[src/rtl/time_set_controller.sv]
// Push-button time editor: seeds hour/minute from the running BCD clock, steps them with
// auto-repeat, and drives a held load strobe into the system counter on commit.
module time_set_controller #(
  parameter int unsigned HOLD_CYCLES    = 50_000_000,
  parameter int unsigned REPEAT_CYCLES  = 10_000_000,
  parameter int unsigned TIMEOUT_CYCLES = 500_000_000,
  parameter int unsigned LOAD_HOLD      = 50_000_000
) (
  input  logic       clk,
  input  logic       reset,
  input  logic       btn_center,
  input  logic       btn_up,
  input  logic       btn_down,
  input  logic [2:0] cur_hour_tens,
  input  logic [3:0] cur_hour_units,
  input  logic [2:0] cur_min_tens,
  input  logic [3:0] cur_min_units,
  output logic [4:0] time_hours,
  output logic [5:0] time_minutes,
  output logic       load,
  output logic       setting,
  output logic [1:0] edit_field
);

  localparam int unsigned RMAX = (HOLD_CYCLES > REPEAT_CYCLES) ? HOLD_CYCLES : REPEAT_CYCLES;
  localparam int unsigned RW   = $clog2(RMAX + 1);
  localparam int unsigned TMAX = (TIMEOUT_CYCLES > LOAD_HOLD) ? TIMEOUT_CYCLES : LOAD_HOLD;
  localparam int unsigned TW   = $clog2(TMAX + 1);

  localparam logic [RW-1:0] HOLD_C  = RW'(HOLD_CYCLES);
  localparam logic [RW-1:0] REP_C   = RW'(REPEAT_CYCLES);
  localparam logic [TW-1:0] TO_LAST = TW'(TIMEOUT_CYCLES - 1);
  localparam logic [TW-1:0] LD_LAST = TW'(LOAD_HOLD - 1);

  typedef enum logic [1:0] {IDLE, EDIT_HOUR, EDIT_MIN, COMMIT} state_t;

  state_t        state_q, state_d;
  logic          center_prev_q, up_prev_q, down_prev_q;
  logic [RW-1:0] rcnt_q [2];
  logic [RW-1:0] rcnt_d [2];
  logic          rph_q  [2];
  logic          rph_d  [2];
  logic [TW-1:0] tmr_q, tmr_d;
  logic [4:0]    hours_q, hours_d;
  logic [5:0]    minutes_q, minutes_d;
  logic          load_q, load_d;
  logic          setting_q, setting_d;
  logic [1:0]    field_q, field_d;

  logic       c_edge;
  logic [1:0] lvl, edge_v, rep;
  logic       up_evt, dn_evt, step_up, step_dn, activity, in_edit;
  logic [6:0] hsum, msum;

  always_comb begin
    c_edge  = btn_center & ~center_prev_q;
    lvl     = {btn_down, btn_up};
    edge_v  = {btn_down & ~down_prev_q, btn_up & ~up_prev_q};
    in_edit = (state_q == EDIT_HOUR) || (state_q == EDIT_MIN);
    rep     = '0;

    // Per-button repeat timer: first target HOLD after the edge, then REPEAT between steps.
    for (int unsigned i = 0; i < 2; i++) begin
      rcnt_d[i] = rcnt_q[i];
      rph_d[i]  = rph_q[i];
      if (!in_edit || !lvl[i]) begin
        rcnt_d[i] = '0;
        rph_d[i]  = 1'b0;
      end else if (edge_v[i]) begin
        rcnt_d[i] = RW'(1);
        rph_d[i]  = 1'b0;
      end else if (rcnt_q[i] == (rph_q[i] ? REP_C : HOLD_C)) begin
        rep[i]    = 1'b1;
        rcnt_d[i] = RW'(1);
        rph_d[i]  = 1'b1;
      end else begin
        rcnt_d[i] = rcnt_q[i] + RW'(1);
      end
    end

    up_evt = edge_v[0] | rep[0];
    dn_evt = edge_v[1] | rep[1];
    if (up_evt && dn_evt) begin
      for (int unsigned i = 0; i < 2; i++) begin
        rcnt_d[i] = '0;
        rph_d[i]  = 1'b0;
      end
    end
    step_up  = in_edit & up_evt & ~dn_evt & ~c_edge;
    step_dn  = in_edit & dn_evt & ~up_evt & ~c_edge;
    activity = c_edge | (|edge_v) | (|rep);

    hsum = 7'(cur_hour_tens) * 7'd10 + 7'(cur_hour_units);
    msum = 7'(cur_min_tens) * 7'd10 + 7'(cur_min_units);

    state_d   = state_q;
    tmr_d     = tmr_q;
    hours_d   = hours_q;
    minutes_d = minutes_q;
    load_d    = 1'b0;

    unique case (state_q)
      IDLE: begin
        if (c_edge) begin
          state_d   = EDIT_HOUR;
          tmr_d     = '0;
          hours_d   = (hsum > 7'd23) ? 5'd23 : hsum[4:0];
          minutes_d = (msum > 7'd59) ? 6'd59 : msum[5:0];
        end
      end
      EDIT_HOUR, EDIT_MIN: begin
        if (c_edge) begin
          state_d = (state_q == EDIT_HOUR) ? EDIT_MIN : COMMIT;
          load_d  = (state_q == EDIT_MIN);
          tmr_d   = '0;
        end else if (activity) begin
          tmr_d = '0;
          if (state_q == EDIT_HOUR) begin
            if (step_up)      hours_d = (hours_q == 5'd23) ? 5'd0 : hours_q + 5'd1;
            else if (step_dn) hours_d = (hours_q == 5'd0) ? 5'd23 : hours_q - 5'd1;
          end else begin
            if (step_up)      minutes_d = (minutes_q == 6'd59) ? 6'd0 : minutes_q + 6'd1;
            else if (step_dn) minutes_d = (minutes_q == 6'd0) ? 6'd59 : minutes_q - 6'd1;
          end
        end else if (tmr_q == TO_LAST) begin
          state_d = IDLE;
          tmr_d   = '0;
        end else begin
          tmr_d = tmr_q + TW'(1);
        end
      end
      COMMIT: begin
        if (tmr_q == LD_LAST) begin
          state_d = IDLE;
          tmr_d   = '0;
        end else begin
          load_d = 1'b1;
          tmr_d  = tmr_q + TW'(1);
        end
      end
      default: state_d = IDLE;
    endcase

    setting_d = (state_d != IDLE);
    field_d   = (state_d == EDIT_HOUR) ? 2'b01 : (state_d == EDIT_MIN) ? 2'b10 : 2'b00;
  end

  always_ff @(posedge clk or negedge reset) begin
    if (!reset) begin
      state_q       <= IDLE;
      center_prev_q <= 1'b0;
      up_prev_q     <= 1'b0;
      down_prev_q   <= 1'b0;
      for (int unsigned i = 0; i < 2; i++) begin
        rcnt_q[i] <= '0;
        rph_q[i]  <= 1'b0;
      end
      tmr_q     <= '0;
      hours_q   <= '0;
      minutes_q <= '0;
      load_q    <= 1'b0;
      setting_q <= 1'b0;
      field_q   <= '0;
    end else begin
      state_q       <= state_d;
      center_prev_q <= btn_center;
      up_prev_q     <= btn_up;
      down_prev_q   <= btn_down;
      for (int unsigned i = 0; i < 2; i++) begin
        rcnt_q[i] <= rcnt_d[i];
        rph_q[i]  <= rph_d[i];
      end
      tmr_q     <= tmr_d;
      hours_q   <= hours_d;
      minutes_q <= minutes_d;
      load_q    <= load_d;
      setting_q <= setting_d;
      field_q   <= field_d;
    end
  end

  assign time_hours   = hours_q;
  assign time_minutes = minutes_q;
  assign load         = load_q;
  assign setting      = setting_q;
  assign edit_field   = field_q;

endmodule

[config.mk]
export PLATFORM = sky130hd
export DESIGN_NAME = time_set_controller
export DESIGN_NICKNAME = d
export VERILOG_FILES = /design/src/rtl/time_set_controller.sv
export SDC_FILE = /design/constraint.sdc
export NUM_CORES = 1
export LEC_CHECK = 0
export CAP_MARGIN = 20
export CORE_MARGIN = 3
export CORE_UTILIZATION = 50
export CTS_CLUSTER_SIZE = 40
export DETAILED_ROUTE_END_ITERATION = 12
export PLACE_DENSITY = 0.68
export SLEW_MARGIN = 0
export SYNTH_ARGS = -nofsm -noshare
export SYNTH_HDL_FRONTEND = slang
export SYNTH_SLANG_ARGS = --single-unit
[constraint.sdc]
create_clock -name clk -period 6.6 [get_ports clk]
set_input_delay 0.66 -clock clk [delete_from_list [all_inputs] [get_ports clk]]
set_output_delay 0.66 -clock clk [all_outputs]
set_load 0.02 [all_outputs]
==> key figures <==
Drt
  • TritonRoute pass-1 iters: 5
  • Routed length per instance: 16.1 um
  • Vias: approximately 5,500
  • Routed Antenna Nets: 0
  • Initial DRC count: 345
  • Post-DR vias/cell: 5.94
  • DRC: 0
  • Final WL: 14.9 mm

Power and ir drop
  • Leakage power: 2.87 nW
  • PD cells: 172 nW/um2
  • Peak supply drop: just under 0.0002 V

Final layout
  • Share of post-route cells with drive strength above 1: 5.04%
  • Nets: approximately 800
  • Synthesis-to-finish area growth: 11.4%
  • ANT cells: 0
  • Fillers: 1,099

Clocking
  • Setup Fix Bufs, Post-CTS: 0
  • # hold bufs at CTS: 0
  • Max H-tree Level: 3
  • Clock buffer depth: 2
  • TritonCTS Buffers: 9
  • Clk_lat worst skew: 0.35 ns
  • CTS clk-pin slew, worst paths: ~0.07 ns
  • CTS tree: done
  • CTS root buf: clkbuf_16
  • # resized after CTS: 0
  • Sink Count: 103

Worst setup path
  • Critical Path Start: rcnt_q[32]$_DFF_PN0_
  • R2R setup slack: ~3.1 ns
  • Cells along the critical path: or4b_1, nor4_2, nand4_1, o41a_1, or3_4, or4_1, a311o_1, o311ai_1
  • Worst reg2reg path depth: 8
  • Slowest stage delay, CP: 0.56 ns
  • R2r startpoint: rcnt_q[32]$_DFF_PN0_
  • Startpoint Class: flip-flop
  • Crit. End Element: flip-flop
  • Peak fanout along the critical path: 11
  • Slowest stage cell, crit path: o41a_1
  • WS Path Type: flip-flop to flip-flop
  • Reg-to-Reg End: time_hours[4]$_DFFE_PN0P_
  • Critical Path RT: 6.84 ns
  • Worst EP arrival: ~3.7 ns
  • CP endpoint: time_hours[4]$_DFFE_PN0P_

STA
  • Final worst clock skew: 0.00609 ns
  • Final hold violations: 0
  • F_max: roughly 290 MHz
  • Measured slew at the worst slew-check pin: 0.977 ns
  • Slew Limit Fails: 0
  • Final setup fails: 0
  • Unrepaired setup endpoints after global routing: no
  • Tmin final: 3.48 ns
  • Total Neg Setup Slack: 0 ns
  • Slew HR: 34.9%
  • Final period util: 52.7%
  • PnR worst setup slack: 3.12 ns

Floorplan
  • Cell row count: 40
  • Core region area: between 10,000 and 15,000 um2
  • DIE AREA: approximately 14,000 um2
  • Initial Util: between 50% and 60%
  • I/O pins: 34
  • Die span in y: 119 um
  • Die Width: 119 um

Placement
  • Final GP Congestion: 0.905
  • DP HPWL: about 11 mm
  • I/O Buffers: 33
  • Pre-CTS WS: 3.07 ns

Logic synthesis
  • Most frequent cells after synthesis: 107 x nor2_1, 103 x dfrtp_1, 60 x nand2_1, 46 x nand3_1, 32 x inv_1
  • Synth cell types: 68
  • Netlist Area Pre-Place: about 6400 um2
  • Most numerous cell in the Yosys netlist: nor2_1
  • Sequential fraction of the synthesis area: roughly two fifths
  • #FFs+latches synth: a little over 100
  • Top cell type's share of synthesized area: about two fifths
  • Yosys Warn Count: 0
  • Net count after synthesis: 772
  • Synthesized area per cell: 8.87 um2
  • Synth area leaders: dfrtp_1 40%, nor2_1 6.3%, ha_1 5.3%, xnor2_1 4.2%, nand3_1 3.6%
  • Area leader, netlist: dfrtp_1
  • Ys flop type: dfrtp_1
  • EDFF count, synth: 0
  • Syn Inst Count: 724
  • Ys async rst share: 100%

Global route
  • Largest net degree at the start of global routing: 71
  • Total grt overflow: 0
  • Vias in the first global route: 5,196
  • First-pass GRT wire length: 25.3 mm
  • Initial antenna violation count: 0
  • All-Layer GR Usage: 21.3%

Job
  • Max cap viols: 0

Hold path
  • Hold Path Class: input port to async pin

Run status
  • Status: finished, final reports clean
[cells by family (layout without fill, tap and decap cells)]
family                     Yosys count  in the layout  synth area share [%]
AOI/OAI and AO/OA                  138            138                  15.2
muxes                                7              7                  1.34
buffers and inverters               55             85                  3.66
DFF                                103            103                  40.2
xor gates and xnor gates            54             54                  7.37
and+or+nand+nor                    338            338                  26.4
adders and majority gates           29             29                  5.89
[how the worst min path moves through the flow]
stage / end / start / cells after the start / slack (ns)
floorplan: center_prev_q$_DFF_PN0_ / reset / 0 / 0.36
global placement: tmr_q[1]$_DFFE_PN0P_ / tmr_q[1]$_DFFE_PN0P_ / 2 / 0.50
detailed placement: tmr_q[0]$_DFFE_PN0P_ / tmr_q[0]$_DFFE_PN0P_ / 1 / 0.52
CTS: rcnt_q[8]$_DFF_PN0_ / reset / 1 / 0.27
global route: rcnt_q[8]$_DFF_PN0_ / reset / 1 / 0.28
finish: rcnt_q[8]$_DFF_PN0_ / reset / 1 / 0.26
[layout make-up]
cell class                 count  area, um2  share of cell area (%)
multi-input combinational    566       3610                    50.4
sequential                   103       2580                    36.0
timing repair buffer          37        362                    5.06
clock buffer                  10        239                    3.34
tap                          168        210                    2.94
inverter                      33        124                    1.73
clock inverter                 5       35.0                   0.490
[power by group]
part | total (mW) | internal, mW | switching, mW
combinational | 0.0991 | 0.0413 | 0.0578
clock | 0.496 | 0.263 | 0.233
sequential | 0.635 | 0.633 | 0.00259
total | 1.23 | 0.937 | 0.293
[worst max-delay path, delay by kind of cell, from the launching register on]
kind	cells	cell delay (ns)
and+or+nand+nor	5	2.01
DFF	1	0.41
AOI/OAI and AO/OA	3	0.96
[cells in the final DEF, fill, tap and decap left out, types with 5 or more instances in the layout]
cell type	netlist	layout
and3_1	19	19
nand2b_1	5	5
nor3_1	19	19
o21ai_0	31	31
inv_1	32	32
ha_1	27	27
nor2_1	107	107
or3_1	8	8
xor2_1	23	23
a221o_1	6	6
o22ai_1	6	6
dfrtp_1	103	103
nor2b_1	9	9
nor4b_1	6	6
or4_1	5	5
nand4_1	21	21
nand2_1	60	60
xnor2_1	31	31
clkbuf_16	0	9
a22o_1	16	16
nand3_1	46	46
a21oi_1	24	24
a31oi_1	9	9
a21o_1	12	12
clkdlybuf4s50_1	0	32
[per-layer routing]
| layer | global-route usage [%] | wire length [um] |
|---|---|---|
| met1 | 29.4 | 6910 |
| met2 | 35.1 | 7140 |
| met3 | 4.32 | 661 |
| met4 | 4.37 | 152 |
| met5 | 0 | 0 |
[state kept, by name (all words and copies together), names as in the netlist]
signal,flops
rcnt_q,52
tmr_q,29
time_minutes,6
time_hours,5
edit_field,2
rph_q,2
state_q,2
center_prev_q,1
down_prev_q,1
load,1
setting,1
up_prev_q,1
[stage by stage]
stage	power [mW]	hold slack, ns	cell area [um2]	util (%)	std cells
global placement	0.743	0.498	6870	56.0	906
CTS	1.25	0.270	7140	58.2	921
detailed placement	0.746	0.517	6870	56.0	906
finish	1.23	0.260	7150	58.3	922
floorplan	0.703	0.364	6420	-	724
global route	1.27	0.281	7150	58.3	922
(Power assumes the default switching activity.)
